### src/rtl/data_mem_responder.sv
// Word-organised data memory for single-outstanding load/store requests; response pulses WAIT_CYCLES+1 edges after accept.
// req_ready is high only while idle, so one request is in flight at a time; bad alignment or range gives resp_err.
module data_mem_responder #(
  parameter int ADDR_W      = 8,
  parameter int DEPTH       = 64,
  parameter int WAIT_CYCLES = 2
) (
  input  logic              clk,
  input  logic              rst,
  input  logic              req_valid,
  output logic              req_ready,
  input  logic              req_we,
  input  logic              req_byte,
  input  logic [ADDR_W-1:0] req_addr,
  input  logic [31:0]       req_wdata,
  output logic              resp_valid,
  output logic [31:0]       resp_rdata,
  output logic              resp_err
);

  localparam int IDX_W = (DEPTH > 1) ? $clog2(DEPTH) : 1;
  localparam int LIM_W = ADDR_W + 1;
  localparam logic [LIM_W-1:0] LIMIT = LIM_W'(DEPTH * 4);

  localparam logic [1:0] ST_IDLE = 2'd0;
  localparam logic [1:0] ST_WAIT = 2'd1;
  localparam logic [1:0] ST_RESP = 2'd2;

  logic [1:0]        state_q, state_d;
  logic [3:0]        cnt_q, cnt_d;
  logic              we_q, we_d;
  logic              byte_q, byte_d;
  logic [ADDR_W-1:0] addr_q, addr_d;
  logic [31:0]       wdata_q, wdata_d;
  logic [31:0]       rdata_q, rdata_d;
  logic              err_q, err_d;
  logic [31:0]       mem_q [DEPTH];

  logic [IDX_W-1:0]  widx;
  logic [4:0]        lane_sh;
  logic [31:0]       rd_word;
  logic [7:0]        rd_byte;
  logic [31:0]       merged;
  logic              acc_err;
  logic              mem_we;
  logic [31:0]       mem_wdat;

  assign widx    = addr_q[IDX_W+1:2];
  assign lane_sh = {addr_q[1:0], 3'b000};
  assign rd_word = mem_q[widx];
  assign rd_byte = 8'(rd_word >> lane_sh);
  assign acc_err = (!byte_q && (addr_q[1:0] != 2'b00)) || ({1'b0, addr_q} >= LIMIT);

  // Byte store rewrites one lane of the current word, keeping the other three.
  always_comb begin
    merged = rd_word;
    merged[lane_sh +: 8] = wdata_q[7:0];
  end

  always_comb begin
    state_d  = state_q;
    cnt_d    = cnt_q;
    we_d     = we_q;
    byte_d   = byte_q;
    addr_d   = addr_q;
    wdata_d  = wdata_q;
    rdata_d  = rdata_q;
    err_d    = err_q;
    mem_we   = 1'b0;
    mem_wdat = wdata_q;
    case (state_q)
      ST_IDLE: begin
        if (req_valid) begin
          we_d    = req_we;
          byte_d  = req_byte;
          addr_d  = req_addr;
          wdata_d = req_wdata;
          cnt_d   = 4'(WAIT_CYCLES);
          state_d = ST_WAIT;
        end
      end
      ST_WAIT: begin
        if (cnt_q == 4'd0) begin
          state_d = ST_RESP;
          err_d   = acc_err;
          if (acc_err || we_q) begin
            rdata_d = 32'd0;
          end else begin
            rdata_d = byte_q ? {24'd0, rd_byte} : rd_word;
          end
          if (!acc_err && we_q) begin
            mem_we   = 1'b1;
            mem_wdat = byte_q ? merged : wdata_q;
          end
        end else begin
          cnt_d = cnt_q - 4'd1;
        end
      end
      ST_RESP: state_d = ST_IDLE;
      default: state_d = ST_IDLE;
    endcase
  end

  always_ff @(posedge clk or posedge rst) begin
    if (rst) begin
      state_q <= ST_IDLE;
      cnt_q   <= 4'd0;
      we_q    <= 1'b0;
      byte_q  <= 1'b0;
      addr_q  <= '0;
      wdata_q <= 32'd0;
      rdata_q <= 32'd0;
      err_q   <= 1'b0;
      for (int i = 0; i < DEPTH; i++) mem_q[i] <= 32'd0;
    end else begin
      state_q <= state_d;
      cnt_q   <= cnt_d;
      we_q    <= we_d;
      byte_q  <= byte_d;
      addr_q  <= addr_d;
      wdata_q <= wdata_d;
      rdata_q <= rdata_d;
      err_q   <= err_d;
      if (mem_we) mem_q[widx] <= mem_wdat;
    end
  end

  assign req_ready  = (state_q == ST_IDLE);
  assign resp_valid = (state_q == ST_RESP);
  assign resp_rdata = rdata_q;
  assign resp_err   = err_q;

endmodule

### config.mk
export PLATFORM = sky130hd
export DESIGN_NAME = data_mem_responder
export DESIGN_NICKNAME = d
export VERILOG_FILES = /design/src/rtl/data_mem_responder.sv
export SDC_FILE = /design/constraint.sdc
export NUM_CORES = 2
export LEC_CHECK = 0
export ABC_AREA = 1
export CAP_MARGIN = 10
export CORE_AREA = 8 8 610 612
export CTS_CLUSTER_SIZE = 10
export DETAILED_ROUTE_END_ITERATION = 7
export DIE_AREA = 0 0 618 620
export DONT_BUFFER_PORTS = 1
export PLACE_DENSITY = 0.48
export SYNTH_ARGS = -nofsm -noshare
export SYNTH_HDL_FRONTEND = slang
export SYNTH_SLANG_ARGS = --single-unit
### constraint.sdc
create_clock -name clk -period 83.1 [get_ports clk]
set_input_delay 12.465 -clock clk [delete_from_list [all_inputs] [get_ports clk]]
set_output_delay 12.465 -clock clk [all_outputs]
set_load 0.005 [all_outputs]
# Yosys cells after proc, flatten, opt, wreduce, memory -nomap -nowiden
# Cells that the tools add are included.
[classes]
magnitude_cmp = 2
reduce_logical = 14
addsub = 2
n_div = 0
shift = 3
mul = 0
muxes = 22
eq_ne = 5
bitwise = 1
[ops]
columns = ["cell", "count"]
rows = [
  ["bitwise mux 2048 bit", 1],
  ["two-way mux 32 bit", 9],
  ["binary-select mux 32 bit (select 6 bit)", 1],
  ["demux 32 bit (select 6 bit)", 1],
  ["bitwise mux 32 bit", 1],
  ["variable shift 8 x 7 -> 32 bit, first input constant", 1],
  ["indexed part select 8 x 7 -> 32 bit", 1],
  ["right shift 32 x 5 -> 8 bit", 1],
  ["two-way mux 4 bit", 2],
  ["case mux 4 bit (2 select lines)", 1],
  [">= comparator 7 bit, second input constant", 1],
  ["< comparator 7 x 1 -> 1 bit, second input constant", 1],
  ["negation 5 -> 7 bit", 1],
  ["NOT 6 -> 7 bit", 1],
  ["!= test 2 bit, second input constant", 3],
  ["AND reduction 2 bit", 3],
  ["zero test 4 bit", 1],
  ["two-way mux 2 bit", 2],
  ["case mux 2 bit (2 select lines)", 1],
  ["nonzero test 2 bit", 2],
  ["subtractor 4 x 1 -> 4 bit, second input constant", 1],
  ["logical AND 1 bit", 3],
  ["two-way mux 1 bit", 3],
  ["AND reduction 3 bit", 1],
  ["5 further kinds", 6],
]
[totals]
output_inout_bits = 35
mem_bits_ro = 0
ff_bits = 2129
word_cells = 121
n_memories = 0
in_bits = 45
latch_bits = 0
mem_bits_rw = 0

# Longest topological paths before layout
[logic_depth]
ltp_word = 10
ltp_mapped = 18

# Worst setup path before layout
# Ideal clock, no wire load.
[synth_timing]
path_type = "input -> register"
from = "input req_valid"
to = "register addr_q[0]"
arrival_time_ps = 13156
path_slack_ps = 69803
n_path_buf = 1
stages = 5
setup_ps = 140
path_cell_list = "nand2_1 -> clkinv_1 -> clkbuf_1 -> nand2_1 -> o21ai_0"
[synth_via]
elab_chain_cells = 1
[synth_rtl]
columns = ["item", "line_no", "rtl"]
rows = [
  ["start, declared", "10", "input logic req_valid,"],
  ["AND reduction 2 bit (no source line)", "n/a", ""],
  ["end signal, assigned", "120", "addr_q <= addr_d;"],
  ["end, declared", "33", "logic [ADDR_W-1:0] addr_q, addr_d;"],
]
# No other way between the ends.
# A chain may end at the register's enable or synchronous reset.

==> results_dict.tcl <==
set metrics [dict create \
    p_switching_mw 1.50 \
    syn_to_final_growth_pct 11.6 \
    synth.area.top_cells "dfrtp_1 53%, nand2_1 16%, o21ai_1 7.0%" \
    cts_root_buf "clkbuf_16" \
    status "complete, no violations" \
    dieHeight_um 620 \
    synthFlopType "dfrtp_1" \
    cts.repair.resized 0 \
    required_ns 83.92 \
    grt_setup_unrepaired "false" \
    p_seq_share_pct 32.6 \
    drc_errors 0 \
    p_comb_share_pct 36.9 \
    wl_per_cell_um 21.7 \
    busiest_layer "met2" \
    synth_fp_nets 13034 \
    synth-async-reset-ratio_pct 100 \
    setup-tns-final_ns 0 \
    drive_gt1_share_pct 6.89 \
    synth_top_area_share_pct 52.8 \
    grt_use_total_pct 19.4 \
    setup_violations 0 \
    yosysSeqAreaShare_pct 52.8 \
    hold_buffers 0 \
    p_total_mw 3.48 \
    slew_violations 0 \
    grtUsageMet3_pct 2.91 \
    synth_common_cells "4417 x nand2_1, 2129 x dfrtp_1, 1408 x o21ai_1" \
    nNetsFinal 12631 \
    grtUsageMet2_pct 31.1 \
    cp_max_fo 127 \
    r2r_slack_ns 75.96 \
    antenna_found_initial 13 \
    start_kind "primary input" \
    switching_share_pct 43.2 \
    clock_path_buffers 4 \
    core.rowCount 222 \
    routed_via_density 4.81 \
    cp.arrival_ns 17.32 \
    cts_tree "done" \
    grt_pass1_vias 80629 \
    worstSkewPairLatency_ns 0.87 \
    tightest_slew_ns 1.22 \
    powerDensity_nw_per_um2 30.9 \
    numClockSinks 2129 \
    h-tree-depth 5 \
    grt_util_met1_pct 27.0 \
    clk_pin_slew_worst_paths_ns 0.05 \
    drt_iter0_drc 7947 \
    synthDistinctLibCells 31 \
    synth_enable_flop_cells 0 \
    vias 84202 \
    ys_warn_count 0 \
    grt_max_degree 164 \
    gr-total-overflow 0 \
    grt_pass1_wl_um 566000 \
    synthCells 12982 \
    hold_path_class "flop to flop" \
    maxCapViolations 0 \
    leakage_nw 52.8 \
    syn_avg_cell_area_um2 7.77 \
    synthesis.area_um2 101000 \
    ir_drop_mv 0.0252 \
    yosysMostFrequentCell "nand2_1" \
    io_buffer_count 0 \
    fin_worst_skew_ns 0.0470 \
    synth_seq_cells 2129 \
    coreArea_um2 363000 \
    intPower_mw 1.97 \
    slew-limit-headroom_pct 18.3 \
    ant_nets 0 \
    fmax_ghz 0.0606 \
    fin_crit_sh_pct 19.8 \
    drt_wl_total_um 379000 \
    worstSetupPathType "primary input to asynchronous set/reset pin" \
    fp.dieW_um 618 \
    dieArea_um2 383000 \
    hold_viol_final 0 \
    nFillCells 39224 \
    dpl.hpwl_um 229000 \
    cts_setup_buffers 0 \
    place.gp.congestion 0.852 \
    layout_min_cycle_time_ns 16.49 \
    start_util_pct 27.8 \
    firstDrtPassIters 6 \
    cts_made_buffers 266 \
    synth_top_area_cell "dfrtp_1" \
    end_kind "asynchronous set/reset pin" \
    p_clk_share_pct 30.5 \
    pin_count 80 \
]
[per-layer routing]
| layer | part of all wire [%] | up-vias |
|---|---|---|
| met1 | 45 | 41308 |
| met4 | 3.5 | 8 |
| met3 | 5.7 | 535 |
| met5 | 0.012 | - |
| li1 | - | 40124 |
| met2 | 45 | 2227 |
[through the flow]
step	std cells	hold slack [ns]	util, %	area, um2	setup slack (ns)
2_1_floorplan	12982	0.441	-	101000	10.49
3_3_place_gp	17127	0.456	28.9	105000	65.58
3_5_place_dp	17127	0.458	28.9	105000	65.59
4_1_cts	17494	0.474	31.0	113000	66.49
5_1_grt	17499	0.488	31.0	113000	65.88
6_report	17502	0.470	31.0	113000	66.61
[worst max-delay path, cell delays in order]
cell	delay (ns)
inv_8	0.42
buf_12	0.54
buf_4	0.77
buf_4	0.76
buf_4	0.84
buf_4	0.90
[registers in the layout, summed over array words and instances, names as in the netlist]
register / cells
addr_q: 8
mem_q: 2048
we_q: 1
byte_q: 1
state_q: 2
cnt_q: 4
resp_err: 1
resp_rdata: 32
wdata_q: 32
[power by group through the flow]
stage               clock (mW)  sequential [mW]  combinational (mW)
floorplan                    0             1.13               0.785
global placement             0             1.15                1.28
detailed placement           0             1.15                1.28
CTS                       1.09             1.13                1.28
global route              1.12             1.14                1.38
finish                    1.06             1.13                1.28
[logic make-up after synthesis]
kind of cell	after synthesis	synth area share [%]
compound gates	2718	14.5
buf+inv	2319	9.49
flops	2129	52.8
simple gates	5809	23.1
fa+ha+maj	7	0.0868
[worst paths after layout]
path | cells past startpoint | startpoint | end
max | 6 | rst | mem_q[28]
min | 2 | mem_q[422] | mem_q[422]
max reg2reg | 17 | addr_q[2] | mem_q[951]
min reg2reg | 2 | mem_q[422] | mem_q[422]
max in group clk | 1 | state_q[0] | req_ready
min in group asynchronous | 1 | rst | mem_q[1252]
[placed cells by master, fill, tap and decap left out, types with 3 or more instances in the layout]
cell type / instances
nand3_2: 16
inv_2: 19
o21ai_4: 32
ha_1: 7
nand4_1: 9
nand2_1: 4417
o21ai_1: 1408
clkbuf_16: 272
or2_2: 197
o211ai_1: 294
nor2_2: 12
inv_6: 8
a21oi_1: 17
a22o_1: 24
buf_4: 248
buf_12: 16
o21ai_0: 941
nor2_4: 6
clkbuf_1: 57
clkinv_2: 6
clkinv_8: 3
diode_2: 8
clkinv_1: 6
clkbuf_8: 18
or2_1: 9
nor2_1: 472
inv_1: 1354
nor3_2: 7
nand3_1: 657
dfrtp_1: 2128
[layout make-up]
type	instances	area [um2]	area share [%]
Sequential cell	2129	53300	47.3
Inverter	1384	5220	4.63
Timing Repair Buffer	264	2180	1.94
Clock buffer	347	7270	6.46
Tap cell	4816	6030	5.35
Multi-Input combinational cell	8534	38300	34.1
Antenna cell	8	20.0	0.0178
Clock inverter	20	226	0.201
Note: power is estimated with default switching activity, not from simulation.
